`src/rtl/lsu_pkg.sv`:
```
`default_nettype none
// +--------------------------------------------------------------------+
// | lsu_pkg : shared funct3 codes, byte masks and FSM state encoding    |
// | Rev 1.0                                                             |
// +--------------------------------------------------------------------+
package lsu_pkg;

  localparam logic [2:0] F3_B  = 3'b000;
  localparam logic [2:0] F3_H  = 3'b001;
  localparam logic [2:0] F3_W  = 3'b010;
  localparam logic [2:0] F3_BU = 3'b100;
  localparam logic [2:0] F3_HU = 3'b101;

  localparam logic [3:0] MASK_BYTE    = 4'b0001;
  localparam logic [3:0] MASK_LO_HALF = 4'b0011;
  localparam logic [3:0] MASK_HI_HALF = 4'b1100;
  localparam logic [3:0] MASK_ALL     = 4'b1111;

  typedef enum logic [2:0] {
    ST_IDLE      = 3'd0,
    ST_STORE_REQ = 3'd1,
    ST_LOAD_REQ  = 3'd2,
    ST_LOAD_WAIT = 3'd3,
    ST_ERR       = 3'd4
  } lsu_state_e;

  // Stores have no unsigned variants, so BU/HU are only legal for loads.
  function automatic logic f3_legal(input logic is_ld, input logic [2:0] f3);
    logic ok;
    ok = (f3 == F3_B) || (f3 == F3_H) || (f3 == F3_W);
    if (is_ld && ((f3 == F3_BU) || (f3 == F3_HU))) ok = 1'b1;
    return ok;
  endfunction

endpackage
`default_nettype wire

```
`src/rtl/lsu_load_align.sv`:
```
`default_nettype none
// +--------------------------------------------------------------------+
// | lsu_load_align : selects the addressed lane and sign/zero-extends   |
// | Rev 1.0                                                             |
// +--------------------------------------------------------------------+
module lsu_load_align
  import lsu_pkg::*;
(
  input  logic [31:0] i_word,
  input  logic [1:0]  i_addr,
  input  logic [2:0]  i_funct3,
  output logic [31:0] o_result
);

  logic [7:0]  w_byte;
  logic [15:0] w_half;

  always_comb begin
    case (i_addr)
      2'd0:    w_byte = i_word[7:0];
      2'd1:    w_byte = i_word[15:8];
      2'd2:    w_byte = i_word[23:16];
      default: w_byte = i_word[31:24];
    endcase
    w_half = i_addr[1] ? i_word[31:16] : i_word[15:0];
    case (i_funct3)
      F3_B:    o_result = {{24{w_byte[7]}}, w_byte};
      F3_BU:   o_result = {24'h0, w_byte};
      F3_H:    o_result = {{16{w_half[15]}}, w_half};
      F3_HU:   o_result = {16'h0, w_half};
      default: o_result = i_word;
    endcase
  end

endmodule
`default_nettype wire

```
`src/rtl/lsu_mem_initiator.sv`:
```
`default_nettype none
// +--------------------------------------------------------------------+
// | lsu_mem_initiator : RV32I load/store initiator towards data memory  |
// | Rev 1.0                                                             |
// +--------------------------------------------------------------------+
module lsu_mem_initiator
  import lsu_pkg::*;
#(
  parameter int DataWidth    = 32,
  parameter int Address      = 8,
  parameter int CpuAddrWidth = 32
) (
  input  logic                    clk,
  input  logic                    rst,
  input  logic                    start,
  input  logic                    is_load,
  input  logic                    is_store,
  input  logic [2:0]              funct3,
  input  logic [CpuAddrWidth-1:0] cpu_addr,
  input  logic [DataWidth-1:0]    store_data,
  output logic                    mem_request,
  output logic                    mem_we_re,
  output logic                    mem_load,
  output logic [3:0]              mem_mask,
  output logic [Address-1:0]      mem_address,
  output logic [DataWidth-1:0]    mem_data_in,
  input  logic                    mem_valid,
  input  logic [DataWidth-1:0]    mem_data_out,
  output logic                    busy,
  output logic                    done,
  output logic [DataWidth-1:0]    load_data,
  output logic                    misaligned
);

  lsu_state_e r_state;
  logic       r_req, r_we, r_ld, r_busy, r_done, r_mis;
  logic [3:0] r_mask;
  logic [Address-1:0]   r_addr;
  logic [DataWidth-1:0] r_wdata, r_ldata;
  logic [1:0] r_addr_lo;
  logic [2:0] r_f3;

  logic                 w_kind_ok, w_align_ok, w_cmd_ok;
  logic [3:0]           w_st_mask;
  logic [DataWidth-1:0] w_st_data, w_ext;
  logic [CpuAddrWidth-Address-3:0] w_unused_addr_hi;

  assign w_unused_addr_hi = cpu_addr[CpuAddrWidth-1:Address+2];

  always_comb begin
    w_kind_ok = (is_load ^ is_store) && f3_legal(is_load, funct3);
    case (funct3[1:0])
      2'b00:   w_align_ok = 1'b1;
      2'b01:   w_align_ok = ~cpu_addr[0];
      2'b10:   w_align_ok = (cpu_addr[1:0] == 2'b00);
      default: w_align_ok = 1'b0;
    endcase
    w_cmd_ok = w_kind_ok && w_align_ok;

    // Data is replicated across every lane so the responder only needs the mask.
    case (funct3[1:0])
      2'b00: begin
        w_st_mask = MASK_BYTE << cpu_addr[1:0];
        w_st_data = {4{store_data[7:0]}};
      end
      2'b01: begin
        w_st_mask = cpu_addr[1] ? MASK_HI_HALF : MASK_LO_HALF;
        w_st_data = {2{store_data[15:0]}};
      end
      default: begin
        w_st_mask = MASK_ALL;
        w_st_data = store_data;
      end
    endcase
  end

  lsu_load_align u_align (
    .i_word   (mem_data_out),
    .i_addr   (r_addr_lo),
    .i_funct3 (r_f3),
    .o_result (w_ext)
  );

  always_ff @(posedge clk or negedge rst) begin
    if (!rst) begin
      r_state   <= ST_IDLE;
      r_req     <= 1'b0;
      r_we      <= 1'b0;
      r_ld      <= 1'b0;
      r_busy    <= 1'b0;
      r_done    <= 1'b0;
      r_mis     <= 1'b0;
      r_mask    <= '0;
      r_addr    <= '0;
      r_wdata   <= '0;
      r_ldata   <= '0;
      r_addr_lo <= '0;
      r_f3      <= '0;
    end else begin
      r_req  <= 1'b0;
      r_ld   <= 1'b0;
      r_done <= 1'b0;
      r_mis  <= 1'b0;
      case (r_state)
        ST_IDLE: begin
          if (start) begin
            if (w_cmd_ok) begin
              r_addr_lo <= cpu_addr[1:0];
              r_f3      <= funct3;
              r_addr    <= cpu_addr[Address+1:2];
              r_req     <= 1'b1;
              r_busy    <= 1'b1;
              if (is_store) begin
                r_we    <= 1'b1;
                r_mask  <= w_st_mask;
                r_wdata <= w_st_data;
                r_state <= ST_STORE_REQ;
              end else begin
                r_we    <= 1'b0;
                r_ld    <= 1'b1;
                r_mask  <= MASK_ALL;
                r_state <= ST_LOAD_REQ;
              end
            end else begin
              r_done  <= 1'b1;
              r_mis   <= 1'b1;
              r_state <= ST_ERR;
            end
          end
        end
        ST_STORE_REQ: begin
          r_busy  <= 1'b0;
          r_done  <= 1'b1;
          r_state <= ST_IDLE;
        end
        ST_LOAD_REQ: r_state <= ST_LOAD_WAIT;
        ST_LOAD_WAIT: begin
          if (mem_valid) begin
            r_ldata <= w_ext;
            r_busy  <= 1'b0;
            r_done  <= 1'b1;
            r_state <= ST_IDLE;
          end
        end
        ST_ERR:  r_state <= ST_IDLE;
        default: r_state <= ST_IDLE;
      endcase
    end
  end

  assign mem_request = r_req;
  assign mem_we_re   = r_we;
  assign mem_load    = r_ld;
  assign mem_mask    = r_mask;
  assign mem_address = r_addr;
  assign mem_data_in = r_wdata;
  assign busy        = r_busy;
  assign done        = r_done;
  assign load_data   = r_ldata;
  assign misaligned  = r_mis;

endmodule
`default_nettype wire

```
`config.mk`:
```
export PLATFORM = sky130hd
export DESIGN_NAME = lsu_mem_initiator
export DESIGN_NICKNAME = d
export VERILOG_FILES = /design/src/rtl/lsu_pkg.sv /design/src/rtl/lsu_load_align.sv /design/src/rtl/lsu_mem_initiator.sv
export SDC_FILE = /design/constraint.sdc
export NUM_CORES = 1
export LEC_CHECK = 0
export CORE_ASPECT_RATIO = 1.25
export CORE_MARGIN = 4
export CORE_UTILIZATION = 40
export DETAILED_ROUTE_END_ITERATION = 10
export PLACE_DENSITY = 0.73
export SLEW_MARGIN = 30
export SYNTH_ARGS = -nofsm -noshare
export SYNTH_HDL_FRONTEND = slang
export SYNTH_SLANG_ARGS = --single-unit
```
`constraint.sdc`:
```
create_clock -name clk -period 1.79 [get_ports clk]
set_input_delay 0.4475 -clock clk [delete_from_list [all_inputs] [get_ports clk]]
set_output_delay 0.4475 -clock clk [all_outputs]
set_load 0.01 [all_outputs]
```
After elaboration in Yosys (flattened, before gate mapping)
Index checks and enable logic that the tools add are counted.

storage, ports and cells
  flip-flop bits (word level) = 90
  input bits = 105
  output and inout port bits = 82
  logic and storage cells = 82

cells by class
  eq/ne operators = 17
  shifts and indexed selects = 1
  muxes and demuxes = 31
  bitwise logic cells = 2
  reductions and logical operators = 18

operators with widths
  operator               number
  $pmux W32 S4           1
  $pmux W32 S2           1
  $pmux W8 S3            1
  $mux W1                16
  $mux W16               1
  $eq A3 B3 Y1 const B   4
  $eq A3 B1 Y1 const B   3
  $eq A3 B2 Y1 const B   3
  $logic_not A3 Y1       3
  $mux W3                3
  $pmux W1 S3            3
  $pmux W3 S3            1
  $mux W4                2
  $pmux W4 S2            1
  $reduce_and A4 Y1      2
  $logic_not A2 Y1       3
  $ne A2 B2 Y1 const B   3
  $eq A2 B1 Y1 const B   2
  $eq A2 B2 Y1 const B   2
  $reduce_and A2 Y1      2
  $shl A1 B2 Y4 const A  1
  $logic_and A1 B1 Y1    3
  $logic_or A1 B1 Y1     3
  $reduce_and A3 Y1      1
  other kinds (4)        4

Depth between registers and ports, before layout
Gate-level depths: netlist (run 1).

  depth after elaboration = 9
  gate-level depth with buffers = 7
  gate-level depth less buffers = 4

By module
From an unflattened synthesis (run 1), not the netlist that was laid out.

second synthesis, totals
  cell total of the unflattened synthesis = 413
  area, all modules = 4769.6 um^2

modules (own cells, without submodules)
  module             instances  cells each  area each (um^2)  sequential area each (um^2)
  lsu_mem_initiator  1          280         3799.9            2252.2
  lsu_load_align     1          133         969.7             0.0

Least setup slack after synthesis (run 1)
No wires, ideal clock.

  path type = input-to-reg
  start = input funct3[0]
  end = register r_addr_lo[0]
  arrival = 1549 ps
  slack = 116 ps
  stages = 5
  cells stage by stage = buf_2 > nor4_4 > o221ai_2 > buf_4 > mux2_4

on the way
  word-level cells in the longest chain between the ends = 7

ends and longest elaborated chain
  element                                                    line                          RTL
  start, declared                                            lsu_mem_initiator.sv:18       input logic [2:0] funct3,
  $eq A3 B1 Y1, or another cell as far along                 lsu_pkg.sv:30                 ok = (f3 == F3_B) || (f3 == F3_H) || (f3 == F3_W);
  $logic_or A1 B1 Y1 (on tied branches)                      lsu_pkg.sv:30, lsu_pkg.sv:31
  $logic_or A1 B1 Y1 or $logic_and A1 B1 Y1 (tied branches)  lsu_pkg.sv:30, lsu_pkg.sv:31
  $mux W1                                                    lsu_pkg.sv:31                 if (is_ld && ((f3 == F3_BU) || (f3 == F3_HU))) ok = 1'b1;
  $logic_and A1 B1 Y1                                        lsu_mem_initiator.sv:51       w_kind_ok = (is_load ^ is_store) && f3_legal(is_load, funct3);
  $logic_and A1 B1 Y1 *                                      lsu_mem_initiator.sv:58       w_cmd_ok = w_kind_ok && w_align_ok;
  $reduce_and A3 Y1 (no source line) *                       -
  end signal, assigned                                       lsu_mem_initiator.sv:108      r_addr_lo <= cpu_addr[1:0];
  end, declared                                              lsu_mem_initiator.sv:40       logic [1:0] r_addr_lo;

Every way passes the cells marked *; elsewhere a longest branch is shown, timed or not.
A chain may end at the register's enable or synchronous reset.

Final worst setup path (run 1)
  start = input funct3[1]
  end = register r_wdata[0], in the netlist mem_data_in[0]

on the way
  word-level cells in the longest chain between the ends = 7

ends and longest elaborated chain
  element                                                    line                          RTL
  $eq A3 B1 Y1, or another cell as far along                 lsu_pkg.sv:30
  $logic_or A1 B1 Y1 (on tied branches)                      lsu_pkg.sv:30, lsu_pkg.sv:31
  $logic_or A1 B1 Y1 or $logic_and A1 B1 Y1 (tied branches)  lsu_pkg.sv:30, lsu_pkg.sv:31
  $mux W1                                                    lsu_pkg.sv:31
  $logic_and A1 B1 Y1                                        lsu_mem_initiator.sv:51
  $logic_and A1 B1 Y1 *                                      lsu_mem_initiator.sv:58
  $reduce_and A4 Y1 (no source line) *                       -
  end signal, assigned                                       lsu_mem_initiator.sv:116      r_wdata <= w_st_data;
  end, declared                                              lsu_mem_initiator.sv:39       logic [DataWidth-1:0] r_wdata, r_ldata;

Marked as above.

==> results of run 1 <==
==> logic make-up after synthesis <==
kind of cell           after synthesis
flip-flops                          90
multiplexers                        60
AO/OA/AOI/OAI                      104
buffers and inverters               32
AND/OR/NAND/NOR                    132
==> path summary, 6_finish.rpt <==
check,from,end,slack (ns)
max in group asynchronous,rst,load_data[22],1.11
min in group clk,mem_data_in[21],mem_data_in[21],0.48
worst max-delay path,funct3[1],mem_data_in[0],0.02
worst min-delay path,rst,misaligned,0.05
worst min register to register,mem_data_in[21],mem_data_in[21],0.48
worst max register to register,r_addr_lo[1],load_data[11],0.14
==> cells in the mapped netlist, types with 2 or more instances <==
library cell and count:
or3_1 3, dfrtp_1 90, o21ai_0 18, a21oi_1 39, nor2b_1 6, o21bai_1 2
clkbuf_1 10, nand2b_1 12, mux2_4 21, inv_2 2, buf_6 3, nand3b_1 8
mux2_2 6, a221oi_1 2, inv_1 2, nor2_1 32, buf_1 2, and2_1 2
a2bb2oi_1 3, nand3_1 2, o21ai_1 33, mux2i_1 32, buf_4 2, buf_2 11
nand2_1 61
==> worst reg2reg max path, stage by stage, from the launching register on <==
cell and delay, ns:
dfrtp_1 0.45, mux4_2 0.58, a211oi_4 0.23, buf_4 0.20, a21oi_1 0.08
==> registers in the layout, summed over array words and instances, names as in the netlist <==
| name | flops |
|---|---|
| load_data | 32 |
| mem_data_in | 32 |
| mem_address | 8 |
| mem_mask | 4 |
| r_f3 | 3 |
| r_state | 3 |
| r_addr_lo | 2 |
| busy | 1 |
| done | 1 |
| mem_load | 1 |
| mem_request | 1 |
| mem_we_re | 1 |
| misaligned | 1 |
==> power groups by stage <==
stage               sequential (mW)  combinational [mW]  clock (mW)
floorplan                      3.27                1.31           0
global placement               3.08                3.29           0
detailed placement             3.09                3.35           0
CTS                            3.08                3.36        2.06
global route                   3.15                3.59        2.15
finish                         3.07                3.33        2.02
==> area by class of cell <==
type | count | area [µm²]
Fill cell | 870 | 3830
Sequential cell | 90 | 2250
Timing Repair Buffer | 213 | 2110
Multi-Input combinational cell | 296 | 1970
Clock buffer | 9 | 225
Tap cell | 132 | 165
Clock inverter | 7 | 93.8
Inverter | 4 | 15.0
==> per-layer routing <==
layer  up-vias  routed length [µm]
met1      1883                5020
met5         -                   0
met3        18                1170
met2       160                6550
met4         0                 250
li1       1834                   -
==> repair_timing <==
item	CTS	global route
resized for setup	2	3
setup endpoints to repair	33	47
setup buffers	0	1
gates cloned	0	2
pin swaps	1	1
==> per-stage QoR <==
step                std cells  cell area, µm²  setup slack [ns]
floorplan                 418            4370             0.116
detailed placement        732            6450            -0.432
finish                    751            6830            0.0210
global route              751            6830           0.00633
CTS                       748            6770           0.00931
global placement          732            6450            -0.395
==> flow_metrics.tcl, run 1 <==
set metrics [dict create \
    status "complete, no violations" \
    p_comb_share_pct 39.5 \
    drive_above_1_share_pct 16.6 \
    area_delta_synth_final_pct 56.2 \
    worstSetupPathDepth 6 \
    via_count 3895 \
    min_period_ns 1.77 \
    gp_congestion 0.879 \
    worst_pin_slew_ns 0.476 \
    gr-usage-met3_pct 6.83 \
    final_common_cell "clkdlybuf4s50_1" \
    busiest_layer "met2" \
    tns_ns 0 \
    cts_sinks 90 \
    die_w_um 102 \
    rsz0062_at_grt "no" \
    coreArea_um2 10700 \
    p_seq_share_pct 36.5 \
    ys_ff_latch 90 \
    synthXorXnorAreaFrac_pct 0 \
    async_reset_ff_share_pct 100 \
    drcViolationCount 0 \
    grt_pass1_wl_um 20400 \
    port_buffers 164 \
    clk_pin_slew_worst_paths_ns 0.06 \
    cts_hold_buf 0 \
    clk_latency_ns 0.34 \
    cts_root_buf "clkbuf_16" \
    worstPathRequired_ns 2.01 \
    core.rowCount 42 \
    vias_per_cell 5.19 \
    n_antenna_cell 0 \
    vdd_ir_drop_max_uv 602 \
    cp_max_fo 6 \
    clockBufferDepth 2 \
    endpoint_kind "flop" \
    initial_core_util_pct 41.0 \
    leakagePower_nw 3.09 \
    cts_tree "yes" \
    slowest_delay_ns 0.51 \
    synth.distinct_cells 39 \
    firstDrtPassIters 4 \
    mostFrequentLayoutCells "159 x clkdlybuf4s50_1, 90 x dfrtp_1, 61 x nand2_1, 43 x buf_4, 39 x a21oi_1" \
    max_freq_mhz 565 \
    drt_wl_total_um 13000 \
    clock_power_share_pct 24.0 \
    grt_pass1_vias 4046 \
    path_delay_family "buffers and inverters" \
    p_total_mw 8.43 \
    syn_nets 523 \
    netlist_area_um2 4370 \
    synth-compound-area-share_pct 13.5 \
    synth_flop_cell "dfrtp_1" \
    p_int_mw 5.79 \
    cap_viol_max_count 0 \
    synth_largest_area_cell "dfrtp_1" \
    grtUsageMet1_pct 23.9 \
    post_synth.cell_area_avg_um2 10.5 \
    synth_area_leaders "dfrtp_1 51%, mux2i_1 7.3%, mux2_4 7.2%" \
    yosys.area_share.simple_pct 14.7 \
    path_cells "clkdlybuf4s50_1, a21oi_1, buf_4, o211ai_4, clkbuf_16, mux2_4" \
    htreeDepth 3 \
    startpoint_type "input pin" \
    synth_adder_area_share_pct 0 \
    final_antenna_net_count 0 \
    cp.buffers_inverters 3 \
    grt_max_degree 43 \
    fin_crit_sh_pct 98.8 \
    die_area_um2 12700 \
    critPathArrivalTime_ns 1.99 \
    synth-edff-count 0 \
    whs_ns 0.0485 \
    post-route-util_pct 64.1 \
    routedWlPerCell_um 17.3 \
    p_sw_share_pct 31.3 \
    die_y_um 125 \
    synth-seq-area-share_pct 51.5 \
    drtIter0Drc 161 \
    critical_path_class "in2reg" \
    grtUsageTotal_pct 20.3 \
    io_pins 187 \
    crit_slowest_cell "clkdlybuf4s50_1" \
    worstRegToRegCells 4 \
    switchingPower_mw 2.64 \
    fin_skew_ns 0.00723 \
    min_path_type "in2async" \
    hold_violations 0 \
    fin_nets 719 \
    yosys_warnings 0 \
    yosys.area.top_type_share_pct 51.5 \
    grt.overflow.total 0 \
    power.density_nw_per_um2 1230 \
    cts-buffers-inserted 9 \
    antenna_found_initial 0 \
    dp_hpwl_um 9630 \
    finalSetupViolations 0 \
    slew_headroom_pct 68.3 \
    synthMuxAreaShare_pct 16.6 \
    synth_top_family_by_area "multiplexers" \
    slew_violations 0 \
    grt_util_met2_pct 34.2 \
    synthCells 418 \
]
Power figures use the tool's default switching activity.
==> run 2, diff against run 1 <==
--- a/config.mk
+++ b/config.mk
@@ -8,6 +8,7 @@
 export CORE_ASPECT_RATIO = 1.25
 export CORE_MARGIN = 4
 export CORE_UTILIZATION = 40
+export CTS_BUF_LIST = sky130_fd_sc_hd__clkbuf_4
 export DETAILED_ROUTE_END_ITERATION = 10
 export PLACE_DENSITY = 0.73
 export SLEW_MARGIN = 30
==> run 2 against run 1 <==
- critical path depth is the same
- final area fell by 4.3%
- via count shrank 0.80%
- global-route usage fell by 0.26 points
- sequential share of layout area increased by 1.5 points
- first-iteration DRC count fell by 9.9%
- clock power decreased by 37%
- die area unchanged
- combinational power is 11% lower
- register-to-register slack worse by 0.04 ns
- power decreased by 14%
- clock-buffer cell count unchanged
==> flow_metrics.tcl, run 2 (synthesized netlist as in run 1, its figures left out) <==
set metrics [dict create \
    port_buffers 164 \
    status "complete, no violations" \
    drcViolationCount 0 \
    worst_pin_slew_ns 0.437 \
    slew_violations 0 \
    routedWlPerCell_um 16.7 \
    htreeDepth 3 \
    top_layer "met4" \
    power.density_nw_per_um2 1110 \
    drtIter0Drc 145 \
    firstDrtPassIters 4 \
    drive_above_1_share_pct 16.6 \
    drt_wl_total_um 12600 \
    gp_congestion 0.879 \
    antenna_found_initial 0 \
    grtUsageTotal_pct 20.1 \
    fin_nets 719 \
    io_pins 187 \
    final_antenna_net_count 0 \
    min_period_ns 1.70 \
    slew_headroom_pct 70.8 \
    die_area_um2 12700 \
    rsz0062_at_grt "no" \
    min_path_type "in2async" \
    fin_cells 751 \
    endpoint_kind "flop" \
    cts_sinks 90 \
    n_antenna_cell 0 \
    mostFrequentLayoutCells "90 x dfrtp_1, 82 x dlygate4sd2_1, 80 x clkdlybuf4s50_1, 61 x nand2_1, 44 x buf_4" \
    coreArea_um2 10700 \
    post-route-util_pct 61.3 \
    finalSetupViolations 0 \
    initial_core_util_pct 41.0 \
    clk_latency_ns 0.46 \
    vias_per_cell 5.15 \
    dp_cells 732 \
    core.rowCount 42 \
    area_delta_synth_final_pct 49.5 \
    critical_path_class "in2reg" \
    cp_max_fo 23 \
    via_count 3864 \
    fin_crit_sh_pct 94.9 \
    multi_input_area_um2 1980 \
    die_w_um 102 \
    cts_tree "yes" \
    hold_violations 0 \
    grt_pass1_wl_um 20200 \
    cap_viol_max_count 0 \
    max_freq_mhz 588 \
    seqCellArea_um2 2250 \
    grt_pass1_vias 4070 \
    die_y_um 125 \
    fin_skew_ns 0.0180 \
    critPathArrivalTime_ns 2.04 \
    cts_root_buf "clkbuf_4" \
    worstPathRequired_ns 2.13 \
    final_common_cell "dfrtp_1" \
    tns_ns 0 \
    clockBufferDepth 2 \
    wl_met3_um 1120 \
    clk_pin_slew_worst_paths_ns 0.14 \
    grt_max_degree 43 \
    grt.overflow.total 0 \
    cts-buffers-inserted 9 \
    drt-met1-wl_um 4930 \
    nFillCells 935 \
    wl_met2_um 6190 \
    startpoint_type "input pin" \
    leakagePower_nw 3.26 \
    dp_hpwl_um 9630 \
    vdd_ir_drop_max_uv 529 \
    worstRegToRegCells 4 \
]
==> run 2: final timing paths <==
kind,start,endpoint,slack [ns]
worst min register to register,mem_we_re,mem_we_re,0.49
worst min-delay path,rst,load_data[20],0.47
max in group asynchronous,rst,load_data[14],0.69
worst max-delay path,funct3[2],mem_data_in[1],0.09
min in group clk,mem_we_re,mem_we_re,0.49
worst max register to register,r_state[1],mem_address[6],0.10
==> run 2: where the power goes <==
part,switching (mW),internal (mW),total [mW]
clock network,0.712,0.563,1.27
registers,0.391,2.64,3.03
logic,1.41,1.54,2.95
==> run 2: worst max-delay path, stage by stage <==
cell,delay (ns)
clkdlybuf4s50_1,0.49
nor4_4,0.34
buf_4,0.17
o211ai_4,0.09
buf_12,0.19
mux2_4,0.30
==> run 2: stage by stage <==
step                power, mW  setup slack (ns)  hold slack, ns  cell area (µm²)
finish                   7.25            0.0908           0.470             6540
global route             7.72            0.0214           0.499             6540
CTS                      7.35            0.0744           0.445             6530
detailed placement       6.43            -0.432           0.419             6450
global placement         6.36            -0.395           0.408             6450
floorplan                4.59             0.116           0.152             4370
==> run 2: cell type report <==
cell class                 count  area share, %
multi-input combinational    296           30.2
timing repair buffer         213           30.1
tap                          132           2.52
sequential                    90           34.4
clock buffer                   9           1.03
clock inverter                 7           1.43
inverter                       4          0.230
==> run 2: timing repair <==
action	4_1_cts	5_1_grt
endpoints found under the hold margin	27	0
hold buffers	1	0
setup endpoints to repair	82	4
resized for setup	82	3
buffers inserted	2	0
==> run 2: per-layer routing <==
metal  GRT usage (%)  vias to the layer above
met4            8.76                        0
met3            5.55                       23
li1                -                     1839
met1            23.4                     1836
met5               0                        -
met2            34.0                      166
==> variant, RTL diff (config.mk and constraints of run 2) <==
Put one more register stage on the output `mem_data_in`, without a reset. The value now appears one clock later. The other outputs are not delayed to match.
--- a/src/rtl/lsu_mem_initiator.sv
+++ b/src/rtl/lsu_mem_initiator.sv
@@ -153,7 +153,9 @@
   assign mem_load    = r_ld;
   assign mem_mask    = r_mask;
   assign mem_address = r_addr;
-  assign mem_data_in = r_wdata;
+  always_ff @(posedge clk) begin
+    mem_data_in <= r_wdata;
+  end
   assign busy        = r_busy;
   assign done        = r_done;
   assign load_data   = r_ldata;
Formal check against the unedited RTL: not equivalent (Yosys sat finds a counterexample within 4 cycles, from zero or initial values and one cycle with rst low).
==> variant against run 2 <==
- the flow now finishes with violations (setup timing)
- highest routed layer unchanged
- cell area up 13%
- global-route usage is 1.2 points lower
- critical endpoint is now r_wdata[0]
- sequential share of layout area is 4.6 points higher
- utilization shrank 1.2 points
- sequential cell count is 32 higher
- synthesized cell count grew 3.3%
- wire length rose by 5.9%
- die area rose by 15%
- synthesized area is 16% higher
- combinational power grew 4%
- maximum frequency shrank 6.0%
- setup slack got worse by 0.11 ns
- total power is 32% higher
==> variant: results <==
{
  "gp_congestion": 0.858,
  "final_cells": 806,
  "fin_skew_ns": 0.0125,
  "grtUsageTotal_pct": 18.9,
  "status": "finished, violations left",
  "cp_max_fo": 33,
  "r2r_end": "r_wdata[0]",
  "grt_max_degree": 35,
  "vdd_drop_max_mv": 0.702,
  "drive_above_1_share_pct": 22.5,
  "grt_pass1_vias": 4236,
  "crit_arrival_ns": 2.20,
  "violations": "setup timing",
  "hpwlAfterDp_um": 9780,
  "slowest_stage": "or4b_4",
  "setup_violations": 16,
  "p_sw_mw": 2.94,
  "via_count": 3964,
  "drt_iter0_markers": 155,
  "ff2ff_path_depth": 5,
  "clk_pin_slew_ns": 0.12,
  "setup_slack_ns": -0.0182,
  "cp_slowest_stage_delay_ns": 0.56,
  "ys_seq_area_share_pct": 56.8,
  "cts_buffers": 17,
  "antenna_found_initial": 1,
  "synthTopCellsByCount": "dfrtp_1, nand2_1, mux2_2",
  "synth_area_leaders": "dfrtp_1, dfxtp_1, mux2_2, mux2_4, nand3_1",
  "synthCells": 432,
  "syn_nets": 537,
  "slew_headroom_pct": 66.1,
  "clock_latency_ns": 0.51,
  "grt_pass1_wl_um": 21300,
  "min_path_type": "reg -> reg"
}
## variant: changes by cell type after synthesis, sizes merged, moves of 5 or more
cell | run 2 | this run
mux2 | 27 | 71
nand3 | 2 | 35
dfxtp | 0 | 32
nor2 | 33 | 10
o21ai | 51 | 31
mux2i | 32 | 16
nand2 | 61 | 45
inv | 4 | 14
a21oi | 39 | 31
buf | 18 | 11
nand3b | 8 | 1
nand2b | 12 | 7
## variant: through the flow
stage | hold slack, ns | cell area, um2 | TNS (ns)
6_report | 0.375 | 7410 | -0.103
5_1_grt | 0.381 | 7410 | -1.02
3_3_place_gp | 0.351 | 7140 | -21.54
2_1_floorplan | 0.152 | 5090 | 0
3_5_place_dp | 0.356 | 7140 | -25.96
4_1_cts | 0.374 | 7400 | -0.0301
## variant: layout make-up
type | count | area [um2]
Antenna cell | 1 | 2.50
Clock buffer | 17 | 128
Clock inverter | 15 | 224
Fill cell | 1071 | 4920
Inverter | 15 | 57.6
Multi-Input combinational cell | 271 | 2020
Sequential cell | 122 | 2890
Tap cell | 164 | 205
Timing Repair Buffer | 201 | 1880
## variant: metal layers
layer	share of wire (%)	GRT usage, %
met1	40	21.9
met2	51	32.4
met3	5.9	4.72
met4	3.0	8.70
met5	0	0
## variant: timing repair
action	CTS	global route
endpoints found under the setup margin	112	32
setup buffers	1	0
hold buffers	1	0
endpoints found under the hold margin	32	0
cloned	0	0
resized for setup	82	0
## variant: power groups by stage
stage / sequential, mW / clock (mW) / combinational (mW)
2_1_floorplan: 4.42 / 0 / 1.36
3_3_place_gp: 4.24 / 0 / 3.44
3_5_place_dp: 4.26 / 0 / 3.52
4_1_cts: 4.19 / 2.40 / 3.11
5_1_grt: 4.30 / 2.52 / 3.33
6_report: 4.19 / 2.33 / 3.07
## variant: worst max-delay path, delay by kind of cell, from the launching register on
| kind | cells | cell delay (ns) |
|---|---|---|
| buffers and inverters | 2 | 0.29 |
| flip-flops | 1 | 0.41 |
| multiplexers | 1 | 0.32 |
| AND/OR/NAND/NOR | 2 | 0.64 |
## variant: kinds of logic after synthesis
kind of cell,Yosys count,synth area share (%)
flip-flops,122,56.8
AND/OR/NAND/NOR,110,10.5
multiplexers,87,21.0
AO/OA/AOI/OAI,73,7.97
buffers and inverters,39,3.49
XOR/XNOR,1,0.172
## variant: worst max-delay path by stage
stage,end,startpoint,cells past startpoint,slack (ns)
after floorplan,r_wdata[8],funct3[1],4,0.03
after global placement,r_wdata[6],start,6,-0.45
after detailed placement,r_wdata[22],start,6,-0.50
after CTS,r_wdata[24],r_state[1],5,-0.01
after global routing,r_wdata[9],r_state[1],5,-0.05
final,r_wdata[0],r_state[1],5,-0.02
